`src/rtl/wb_io_ctrl_pkg.sv`:
```
// Shared definitions for the Wishbone pad controller: register offsets,
// address window mask and the default ID word.
package wb_io_ctrl_pkg;

  localparam logic [7:0] OFF_SEL_LO = 8'h00;
  localparam logic [7:0] OFF_SEL_HI = 8'h04;
  localparam logic [7:0] OFF_OUT_LO = 8'h08;
  localparam logic [7:0] OFF_OUT_HI = 8'h0C;
  localparam logic [7:0] OFF_OEB_LO = 8'h10;
  localparam logic [7:0] OFF_OEB_HI = 8'h14;
  localparam logic [7:0] OFF_IN_LO  = 8'h18;
  localparam logic [7:0] OFF_IN_HI  = 8'h1C;
  localparam logic [7:0] OFF_IE_LO  = 8'h20;
  localparam logic [7:0] OFF_IE_HI  = 8'h24;
  localparam logic [7:0] OFF_IS_LO  = 8'h28;
  localparam logic [7:0] OFF_IS_HI  = 8'h2C;
  localparam logic [7:0] OFF_ID     = 8'h30;

  localparam logic [31:0] WB_ADDR_MASK     = 32'hFFFF_FF00;
  localparam logic [31:0] DEFAULT_ID_VALUE = 32'h494F_0001;

  // Expands the four Wishbone byte selects into a 32-bit bit mask.
  function automatic logic [31:0] byte_mask(input logic [3:0] sel);
    return {{8{sel[3]}}, {8{sel[2]}}, {8{sel[1]}}, {8{sel[0]}}};
  endfunction

endpackage

```
`src/rtl/io_sync.sv`:
```
// Multi-bit, multi-stage synchroniser for asynchronous pad inputs.
module io_sync #(
  parameter int WIDTH  = 1,
  parameter int STAGES = 2
) (
  input  logic             clk,
  input  logic             rst_n,
  input  logic [WIDTH-1:0] d,
  output logic [WIDTH-1:0] q
);

  logic [WIDTH-1:0] chain [STAGES];

  always_ff @(posedge clk or negedge rst_n) begin
    if (!rst_n) begin
      for (int i = 0; i < STAGES; i++) chain[i] <= '0;
    end else begin
      chain[0] <= d;
      for (int i = 1; i < STAGES; i++) chain[i] <= chain[i-1];
    end
  end

  assign q = chain[STAGES-1];

endmodule

```
`src/rtl/wb_io_ctrl.sv`:
```
// Wishbone-slave pad controller: per-pad core/register muxing, synchronised
// pad inputs and maskable rising-edge interrupts.
module wb_io_ctrl
  import wb_io_ctrl_pkg::*;
#(
  parameter int          NUM_IO      = 38,
  parameter logic [31:0] BASE_ADDR   = 32'h3000_0000,
  parameter int          SYNC_STAGES = 2,
  parameter logic [31:0] ID_VALUE    = DEFAULT_ID_VALUE
) (
  input  logic              wb_clk_i,
  input  logic              wb_rstn_i,
  input  logic              wbs_stb_i,
  input  logic              wbs_cyc_i,
  input  logic              wbs_we_i,
  input  logic [3:0]        wbs_sel_i,
  input  logic [31:0]       wbs_adr_i,
  input  logic [31:0]       wbs_dat_i,
  output logic              wbs_ack_o,
  output logic [31:0]       wbs_dat_o,
  input  logic [NUM_IO-1:0] io_in,
  output logic [NUM_IO-1:0] io_out,
  output logic [NUM_IO-1:0] io_oeb,
  input  logic [NUM_IO-1:0] core_out,
  input  logic [NUM_IO-1:0] core_oeb,
  output logic              irq_o
);

  // Registers are held 64 bits wide; bits at or above NUM_IO are forced to 0.
  localparam logic [63:0] VALID_MASK = {64{1'b1}} >> (64 - NUM_IO);

  logic [63:0] sel_q, out_q, oeb_q, ie_q, is_q;
  logic [63:0] sel_n, out_n, oeb_n, ie_n, is_n;
  logic [63:0] in_x, rise_x, clr_x;
  logic [NUM_IO-1:0] in_sync, in_dly;
  logic        ack_q, irq_q, access, xfer, wr, hi, unused_adr_bits;
  logic [7:0]  off;
  logic [31:0] wmask, rdata, dat_q;

  function automatic logic [63:0] merge(input logic [63:0] cur, input logic upper,
                                        input logic [31:0] d, input logic [31:0] m);
    logic [63:0] m64;
    logic [63:0] d64;
    m64 = upper ? {m, 32'h0} : {32'h0, m};
    d64 = upper ? {d, 32'h0} : {32'h0, d};
    return ((cur & ~m64) | (d64 & m64)) & VALID_MASK;
  endfunction

  io_sync #(.WIDTH(NUM_IO), .STAGES(SYNC_STAGES)) u_sync (
    .clk   (wb_clk_i),
    .rst_n (wb_rstn_i),
    .d     (io_in),
    .q     (in_sync)
  );

  assign access = wbs_stb_i & wbs_cyc_i &
                  ((wbs_adr_i & WB_ADDR_MASK) == (BASE_ADDR & WB_ADDR_MASK));
  assign xfer   = access & ~ack_q;
  assign wr     = xfer & wbs_we_i;
  assign off    = {wbs_adr_i[7:2], 2'b00};
  assign hi     = wbs_adr_i[2];
  assign wmask  = byte_mask(wbs_sel_i);
  assign unused_adr_bits = ^wbs_adr_i[1:0];
  assign in_x   = 64'(in_sync);
  assign rise_x = 64'(in_sync & ~in_dly);

  // Register write decode; IS is write-one-to-clear with a concurrent edge winning.
  always_comb begin
    sel_n = sel_q;
    out_n = out_q;
    oeb_n = oeb_q;
    ie_n  = ie_q;
    clr_x = '0;
    if (wr) begin
      case (off)
        OFF_SEL_LO, OFF_SEL_HI: sel_n = merge(sel_q, hi, wbs_dat_i, wmask);
        OFF_OUT_LO, OFF_OUT_HI: out_n = merge(out_q, hi, wbs_dat_i, wmask);
        OFF_OEB_LO, OFF_OEB_HI: oeb_n = merge(oeb_q, hi, wbs_dat_i, wmask);
        OFF_IE_LO,  OFF_IE_HI:  ie_n  = merge(ie_q,  hi, wbs_dat_i, wmask);
        OFF_IS_LO,  OFF_IS_HI:  clr_x = merge(64'h0, hi, wbs_dat_i, wmask);
        default: ;
      endcase
    end
    is_n = (is_q & ~clr_x) | (rise_x & ie_q);
  end

  always_comb begin
    rdata = '0;
    case (off)
      OFF_SEL_LO: rdata = sel_q[31:0];
      OFF_SEL_HI: rdata = sel_q[63:32];
      OFF_OUT_LO: rdata = out_q[31:0];
      OFF_OUT_HI: rdata = out_q[63:32];
      OFF_OEB_LO: rdata = oeb_q[31:0];
      OFF_OEB_HI: rdata = oeb_q[63:32];
      OFF_IN_LO:  rdata = in_x[31:0];
      OFF_IN_HI:  rdata = in_x[63:32];
      OFF_IE_LO:  rdata = ie_q[31:0];
      OFF_IE_HI:  rdata = ie_q[63:32];
      OFF_IS_LO:  rdata = is_q[31:0];
      OFF_IS_HI:  rdata = is_q[63:32];
      OFF_ID:     rdata = ID_VALUE;
      default:    rdata = '0;
    endcase
  end

  always_ff @(posedge wb_clk_i or negedge wb_rstn_i) begin
    if (!wb_rstn_i) begin
      sel_q  <= '0;
      out_q  <= '0;
      oeb_q  <= VALID_MASK;
      ie_q   <= '0;
      is_q   <= '0;
      in_dly <= '0;
      ack_q  <= 1'b0;
      dat_q  <= '0;
      irq_q  <= 1'b0;
    end else begin
      sel_q  <= sel_n;
      out_q  <= out_n;
      oeb_q  <= oeb_n;
      ie_q   <= ie_n;
      is_q   <= is_n;
      in_dly <= in_sync;
      ack_q  <= xfer;
      dat_q  <= xfer ? rdata : 32'h0;
      irq_q  <= |(is_q & ie_q);
    end
  end

  assign wbs_ack_o = ack_q;
  assign wbs_dat_o = dat_q;
  assign irq_o     = irq_q;
  assign io_out = (sel_q[NUM_IO-1:0] & out_q[NUM_IO-1:0]) | (~sel_q[NUM_IO-1:0] & core_out);
  assign io_oeb = (sel_q[NUM_IO-1:0] & oeb_q[NUM_IO-1:0]) | (~sel_q[NUM_IO-1:0] & core_oeb);

endmodule

```
`config.mk`:
```
export PLATFORM = sky130hd
export DESIGN_NAME = wb_io_ctrl
export DESIGN_NICKNAME = d
export VERILOG_FILES = /design/src/rtl/wb_io_ctrl_pkg.sv /design/src/rtl/io_sync.sv /design/src/rtl/wb_io_ctrl.sv
export SDC_FILE = /design/constraint.sdc
export NUM_CORES = 1
export LEC_CHECK = 0
export ABC_AREA = 1
export BUFFER_PORTS_ARGS = -buffer_cell sky130_fd_sc_hd__buf_2
export CELL_PAD_IN_SITES_DETAIL_PLACEMENT = 2
export CELL_PAD_IN_SITES_GLOBAL_PLACEMENT = 2
export CORE_MARGIN = 10
export CORE_UTILIZATION = 33
export CTS_CLUSTER_SIZE = 14
export DETAILED_ROUTE_END_ITERATION = 8
export PLACE_DENSITY = 0.77
export SLEW_MARGIN = 20
export SYNTH_ARGS = -nofsm -noshare
export SYNTH_HDL_FRONTEND = slang
export SYNTH_SLANG_ARGS = --single-unit
```
`constraint.sdc`:
```
create_clock -name wb_clk_i -period 2.1 [get_ports wb_clk_i]
set_clock_uncertainty 0.2 [all_clocks]
set_input_delay 0.105 -clock wb_clk_i [delete_from_list [all_inputs] [get_ports wb_clk_i]]
set_output_delay 0.105 -clock wb_clk_i [all_outputs]
set_load 0.05 [all_outputs]
```
After elaboration in Yosys (flattened, before gate mapping)
Index checks and enable logic that the tools add are counted.
{ "totals": {"output_inout_bits": 110, "register_bits": 364, "elab_cells": 70, "in_bits": 187} }
{ "op_classes": {"n_reduce_logical": 11, "muxes": 6, "n_eq_ne": 13, "bitwise_logic": 29} }
{ "ops": {"columns": ["cell", "n"], "rows": [
  ["32-bit one-hot mux with 13 select lines", 1],
  ["38-bit bitwise AND", 9],
  ["38-bit bitwise OR", 6],
  ["38-bit 2-to-1 mux", 4],
  ["64-bit by 38-bit bitwise AND with 64-bit output", 2],
  ["38-bit inverter", 2],
  ["38-bit by 64-bit bitwise AND with 64-bit output", 1],
  ["64-bit bitwise AND", 1],
  ["38-bit inverter with 64-bit output", 1],
  ["64-bit inverter", 1],
  ["64-bit bitwise OR", 1],
  ["64-bit OR reduction", 1],
  ["32-bit 2-to-1 mux", 1],
  ["6-bit by 4-bit == test with 1-bit output (second input constant)", 5],
  ["24-bit by 22-bit == test with 1-bit output (second input constant)", 1],
  ["6-bit by 3-bit == test with 1-bit output (second input constant)", 4],
  ["6-bit by 2-bit == test with 1-bit output (second input constant)", 2],
  ["2-bit OR reduction", 5],
  ["8-bit zero test", 1],
  ["2-bit AND reduction", 4],
  ["6-bit by 1-bit == test with 1-bit output (second input constant)", 1],
  ["1-bit bitwise AND", 4],
  ["1-bit inverter", 1]
]} }

Depth between registers and ports, before layout
Gate-level depths: netlist of the first run.
{ "logic_depth": {"ltp_word": 8, "depth_mapped": 12, "depth_no_buf": 10} }

By module
Synthesis of the first run repeated with hierarchy kept, for this count alone.
{ "unflattened": {"cells_unflattened": 1846, "area_unflattened_um2": 15781.4} }
{ "modules_own_cells": {"columns": ["module", "area_per_inst_um2", "cells_each", "seq_area_each_um2", "instances"], "rows": [
  ["wb_io_ctrl", 13594.3, 1732, 6603.8, 1],
  ["io_sync", 2187.1, 114, 1901.8, 1]
]} }

Least setup slack after synthesis of the first run
No wires, ideal clock.
{ "synth_path": {"path_type": "register to register", "startpoint": "register ack_q (netlist: wbs_ack_o)", "endpoint": "register with a tool-made name", "t_required_ns": 1.782, "arrival_time_ns": 1.655, "setup_ns": 0.118, "stages_incl_launch_ff": 9, "path_buffers": 2, "period_less_slack_ns": 1.973, "path_slack_ns": 0.127, "path_cell_list": "dfrtp_1 nor2_1 nand3_1 nor2_1 buf_4 buf_6 nand4_4 nand2_1 nand2_1"} }
{ "synth_lines": {"columns": ["item", "line_no", "rtl"], "rows": [
  ["start, declared", "wb_io_ctrl.sv:36", "logic ack_q, irq_q, access, xfer, wr, hi, unused_adr_bits;"],
  ["start signal, assigned", "wb_io_ctrl.sv:125", "ack_q <= xfer;"]
]} }

==> reports/metrics.cfg, run 1 <==
[outcome]
status = finished, final reports clean

[sta]
fin_crit_ns = 2.03
finalSetupViolCount = 0
min_period_over_period_pct = 96.9
max_slew_margin_pct = 61.3
hold_viol = 0
maxSlewViolCount = 0
layout_setup_ws_ns = 0.0661
tightestPinTransition_ns = 0.578
grt_setup_unrepaired = yes
max_freq_mhz = 492

[cts]
cts_tree = built
cts.path.max_buffers = 3
clk_pin_slew_ns = 0.06
cts.sinks = 338
cts-root-buf = clkbuf_16
htree_levels = 2
clkLatencyLatePin_ns = 0.58
cts_buffers = 40

[place]
dp_hpwl_um = 47300
numPortBuffers = 294
routabilityCongestion = 0.825
dp_slack_ns = 0.0000820
placed_cell_area_mm2 = 0.0183

[drt]
drc_errors = 0
ant_nets = 0
first_pass_iters = 5
route.vias.total = 14900
wl_per_cell_um = 23.6
drt_iter0_drc = 823
routed_via_density = 5.05
drt_wl_total_um = 69900

[synth]
synth-compound-area-share_pct = 2.21
syn-cell-area_mm2 = 0.0154
yosysWarnings = 0
ys_seq_elements = 338
synthCells = 1808
synthDistinctLibCells = 30
seq_area_frac_synth_pct = 55.1
yosys.area_share.simple_pct = 33.1
syn_nets = 1995
synth_top_family_by_area = simple AND/OR/NAND/NOR gates
synth_fa_ha_area_share_pct = 0
syn-mean-instance-area_um2 = 8.54
synthMuxAreaShare_pct = 5.25
synth_xor_area_share_pct = 0

[pwr]
ir_worst_vdd_v = 0.000462
p_leak_nw = 10.5
p_total_mw = 15.1
powerDensity_mw_per_mm2 = 719

[worst_setup_path]
cp.required_ns = 1.79
r2r_setup_slack_ns = 0.10
arrival_ns = 1.73
end_kind = output pin
critPathKind = flip-flop to output pin
worstPathMaxFanout = 5
startpoint_type = flip-flop

[floorplan]
fp.coreArea_mm2 = 0.0464
die_x_um = 236
initial_utilization_pct = 33.3
rows = 79
die_h_um = 236
die-area_mm2 = 0.0558
ioPinCount = 297

[final_layout]
layout-drive-gt1-share_pct = 26.0
mostFrequentLayoutCell = nand2_1
final_cell_mix = nand2_1 (804), dfrtp_1 (300), buf_2 (293)
fin_area_mm2 = 0.0210
areaGrowthSynthToFinish_pct = 35.7
nets = 2500

[grt]
gr-usage-met2_pct = 43.6
grt_overflow = 0
grt_pass1_vias = 17500
grtUsageMet1_pct = 29.8
track_usage_pct = 24.6
antenna_found_initial = 4
busiest_layer = met2
gr-usage-met3_pct = 3.87
grt_max_degree = 58
grt_pass1_wl_um = 108000

[min_path]
hold_class = input pin to flip-flop

[job]
cap_violations = 0

-- logic make-up (layout without fill, tap and decap cells) --
logic type,Yosys count,count (layout)
other,0,4
AOI/OAI and AO/OA,60,60
and+or+nand+nor,1188,1188
buffers and inverters,150,686
DFF,338,338
muxes,72,72
-- critical path, cell delays in order (launching register included) --
cell,delay [ns]
dfrtp_1,0.57
mux2_2,0.38
buf_2,0.21
-- where the power goes --
part / total (mW) / leakage, nW / internal [mW] / switching [mW]
clock: 6.97 / 0.630 / 4.01 / 2.96
sequential: 6.70 / 4.12 / 6.63 / 0.0690
combinational: 1.38 / 5.73 / 0.512 / 0.873
-- per-layer routing --
layer	wire, µm	up-vias	part of all wire (%)
met3	2890	98	4.1
met1	29500	7717	42
met5	0	-	0
met2	35600	361	51
met4	1900	0	2.7
li1	-	6751	-
-- synth_stat cells --
cell      count  share of area, %
nand4_2       3              0.24
nor4_2        1             0.081
o21ai_0      31               1.0
nand2_1     804                20
a22o_1        8              0.45
clkbuf_1     10              0.24
clkinv_1      2             0.049
nor3_1        3             0.097
nand4_1      40               1.6
dfrtp_1     300                49
nand2_4       3              0.22
nand2_2       8              0.32
inv_1        82               2.0
o21ai_1       9              0.29
nand3b_1     33               1.6
buf_4         9              0.44
nand4_4       9               1.2
nor2_4        5              0.36
inv_2        10              0.24
mux2_2       72               5.3
nor2_2        6              0.24
nor2_8        1              0.13
a221oi_1      3              0.17
buf_2        31               1.0
dfstp_2      38               6.5
buf_1         1             0.024
buf_6         5              0.36
nor2_1      179               4.4
a21oi_1       9              0.29
nand3_1      93               3.0
-- repair_timing --
action                                  CTS  global route
buffers inserted                          0             0
endpoints found under the hold margin   548             0
hold buffers                            133             0
resized for setup                         0             2
endpoints found under the setup margin    0           144
-- worst paths after layout --
kind,from,end,cells past startpoint
max reg2reg,wbs_ack_o,wbs_dat_o[9],6
max,flip-flop,io_out[0],2
max in group asynchronous,wb_rstn_i,async pin,3
min reg2reg,u_sync.chain[42],u_sync.q[4],0
min in group asynchronous,wb_rstn_i,async pin,2
min,io_in[34],u_sync.chain[72],2
-- stage by stage --
stage	utilization, %	std cells	hold slack (ns)	setup TNS [ns]
final	45.2	2955	0.0191	0
after global routing	45.2	2953	0.0155	-0.0419
after CTS	45.2	2951	0.00143	0
after detailed placement	39.5	2745	-0.128	0
after global placement	39.5	2745	-0.134	0
after floorplan	-	1808	-0.391	0
-- final cells by class --
type	count	area, µm²
clock buffers	52	1080
repair buffers	519	3740
multi-input cells	1320	6300
diodes	4	10.0
well taps	607	759
flip-flops and latches	338	8510
fillers	5106	25400
clock inverters	21	206
inverters	94	353
Power figures use the tool's default switching activity.
==> inputs of run 2 (changes only) <==
- CORE_UTILIZATION: 33 -> 34
- CTS_BUF_LIST: not set -> sky130_fd_sc_hd__clkbuf_8
- PLACE_DENSITY: 0.77 -> 0.79
==> reports/metrics.cfg, run 2 (synthesis results as in run 1) <==
[sta]
max_freq_mhz = 469  ; -4.6%
finalSetupTns_ns = -0.156  ; -0.156 ns
hold_viol = 0  ; unchanged
min_period_over_period_pct = 102  ; +4.7 points
max_slew_margin_pct = 63.3  ; +1.9 points
finalSetupViolCount = 12  ; +12
fin_crit_ns = 2.13  ; +0.0978 ns
layout_setup_ws_ns = -0.0317  ; -0.0978 ns
tightestPinTransition_ns = 0.549  ; -0.0291 ns
maxSlewViolCount = 0  ; unchanged

[grt]
grt_pass1_vias = 18300  ; +4.6%
grt_overflow = 0  ; unchanged
grt_pass1_wl_um = 116000  ; +7.6%
track_usage_pct = 28.1  ; +3.5 points
antenna_found_initial = 3  ; -1
grt_max_degree = 57  ; -1.7%

[min_path]
hold_path_startpoint = wbs_adr_i[5]
hold_depth = 7  ; +5
hold_class = input pin to flip-flop
min_to = is_q[15]

[floorplan]
initial_utilization_pct = 34.2  ; +0.94 points
rows = 78  ; -1.3%
die_x_um = 233  ; -1.4%
die-area_mm2 = 0.0543  ; -2.7%
die_h_um = 233  ; -1.4%
ioPinCount = 297  ; unchanged
fp.coreArea_mm2 = 0.0451  ; -2.7%

[drt]
drt_iter0_drc = 887  ; +7.8%
drt_wl_total_um = 78200  ; +12%
route.vias.total = 15700  ; +5.1%
ant_nets = 0  ; unchanged
routed_via_density = 5.15  ; +2.0%
drc_errors = 0  ; unchanged
wl_per_cell_um = 25.7  ; +8.6%
first_pass_iters = 5  ; unchanged

[pwr]
ir_worst_vdd_v = 0.000464  ; +0.46%
p_total_mw = 14.7  ; -2.2%
p_leak_nw = 10.8  ; +3.5%
powerDensity_mw_per_mm2 = 683  ; -4.9%

[worst_setup_path]
r2r_setup_slack_ns = 0.07  ; -0.03 ns
reg2reg_from = wbs_ack_o
worstPathMaxFanout = 14  ; +9
cp.required_ns = 2.46  ; +0.67 ns
rr_worst_depth = 7  ; +1
timing.rr.end = is_q[37]
end_kind = flip-flop
critPathKind = input pin to flip-flop
startpoint_type = input pin
arrival_ns = 2.49  ; +0.76 ns

[cts]
cts-root-buf = clkbuf_8
cts_buffers = 60  ; +50%
cts_tree = built
htree_levels = 2  ; unchanged
clkLatencyLatePin_ns = 0.70  ; +0.12 ns
clk_pin_slew_ns = 0.07  ; about the same
cts.path.max_buffers = 3  ; unchanged
cts.sinks = 338  ; unchanged

[final_layout]
nets = 2576  ; +3.0%
finalNonFillerCells = 3045  ; +3.0%
fin_area_mm2 = 0.0215  ; +2.8%
final_core_util_pct = 47.8  ; +2.6 points
layout-drive-gt1-share_pct = 27.1  ; +1.1 points
final_cell_mix = nand2_1 (804), dfrtp_1 (294), buf_2 (288)
areaGrowthSynthToFinish_pct = 39.5
mostFrequentLayoutCell = nand2_1

[place]
placed_cells = 2742  ; -0.11%
dp_hpwl_um = 46400  ; -1.9%
numPortBuffers = 294  ; unchanged
routabilityCongestion = 0.872  ; +5.8%
placed_cell_area_mm2 = 0.0183  ; +0.12%

[outcome]
status = complete, but fails checks
violations = setup timing

[job]
cap_violations = 0  ; unchanged

-- run 2: changes by cell type in the layout (fill, tap and decap cells not counted), moves of 3 or more --
cell           before  now
buf_4              74   89
buf_2             293  288
dlygate4sd3_1     132  172
dfrtp_2             0    6
nor2_4             12   15
clkinv_2           12    7
nor2_1            177  168
dfrtp_1           300  294
clkbuf_16          40    0
clkbuf_1            9    0
nor2_2              1    7
clkbuf_8            3   73
buf_6               0    4
inv_1              82  111
-- run 2: power by group --
part / leakage (nW) / switching [mW] / internal (mW) / total [mW]
clock network: 0.746 / 3.13 / 3.40 / 6.52
logic: 5.99 / 0.934 / 0.568 / 1.50
registers: 4.11 / 0.0699 / 6.63 / 6.70
-- run 2: area by class of cell --
cell class              instances  area (µm²)
fillers                      4956       23600
flip-flops and latches        338        8510
multi-input cells            1320        6360
repair buffers                575        4310
clock buffers                  73        1000
well taps                     600         751
inverters                      94         353
clock inverters                41         231
diodes                          4        10.0
-- run 2: worst max-delay path: stages --
cell and delay (ns):
dlygate4sd3_1 0.55, buf_2 0.16, nor2_1 0.21, nand2_1 0.11, nor2_1 0.20, nand2_1 0.14, nor2_4 0.24, nand2_8 0.16
buf_4 0.24, o21ai_0 0.26, nand2_1 0.09
-- run 2: worst max-delay path by stage --
stage,start,endpoint,slack (ns)
finish,wbs_adr_i[13],is_q[37],-0.03
global route,wbs_adr_i[13],flip-flop,-0.07
detailed placement,wbs_adr_i[4],flip-flop,-0.04
floorplan,wbs_ack_o,flip-flop,0.13
CTS,wbs_ack_o,is_q[37],-0.02
global placement,wbs_adr_i[7],flip-flop,0.11
-- run 2: repair_timing --
action                                  in CTS  in global routing
setup buffers                                0                 11
endpoints found under the setup margin       5                207
resized for setup                            2                 39
pin swaps                                    0                  8
cloned                                       0                  1
hold buffers                               174                  4
endpoints found under the hold margin      575                  1
-- run 2: stage by stage --
| step | setup WS [ns] | hold WS [ns] |
|---|---|---|
| floorplan | 0.127 | -0.391 |
| global placement | 0.105 | -0.117 |
| detailed placement | -0.0411 | -0.117 |
| CTS | -0.0197 | 0.00788 |
| global route | -0.0731 | 0.0845 |
| finish | -0.0317 | 0.0763 |
-- run 2: routing by layer --
layer  vias to the layer above  GRT usage, %  wire, µm
li1                       6923             -         -
met1                      8110          33.5     31800
met2                       490          49.4     39700
met3                       171          4.90      3980
met4                         0          11.2      2760
met5                         -             0         0
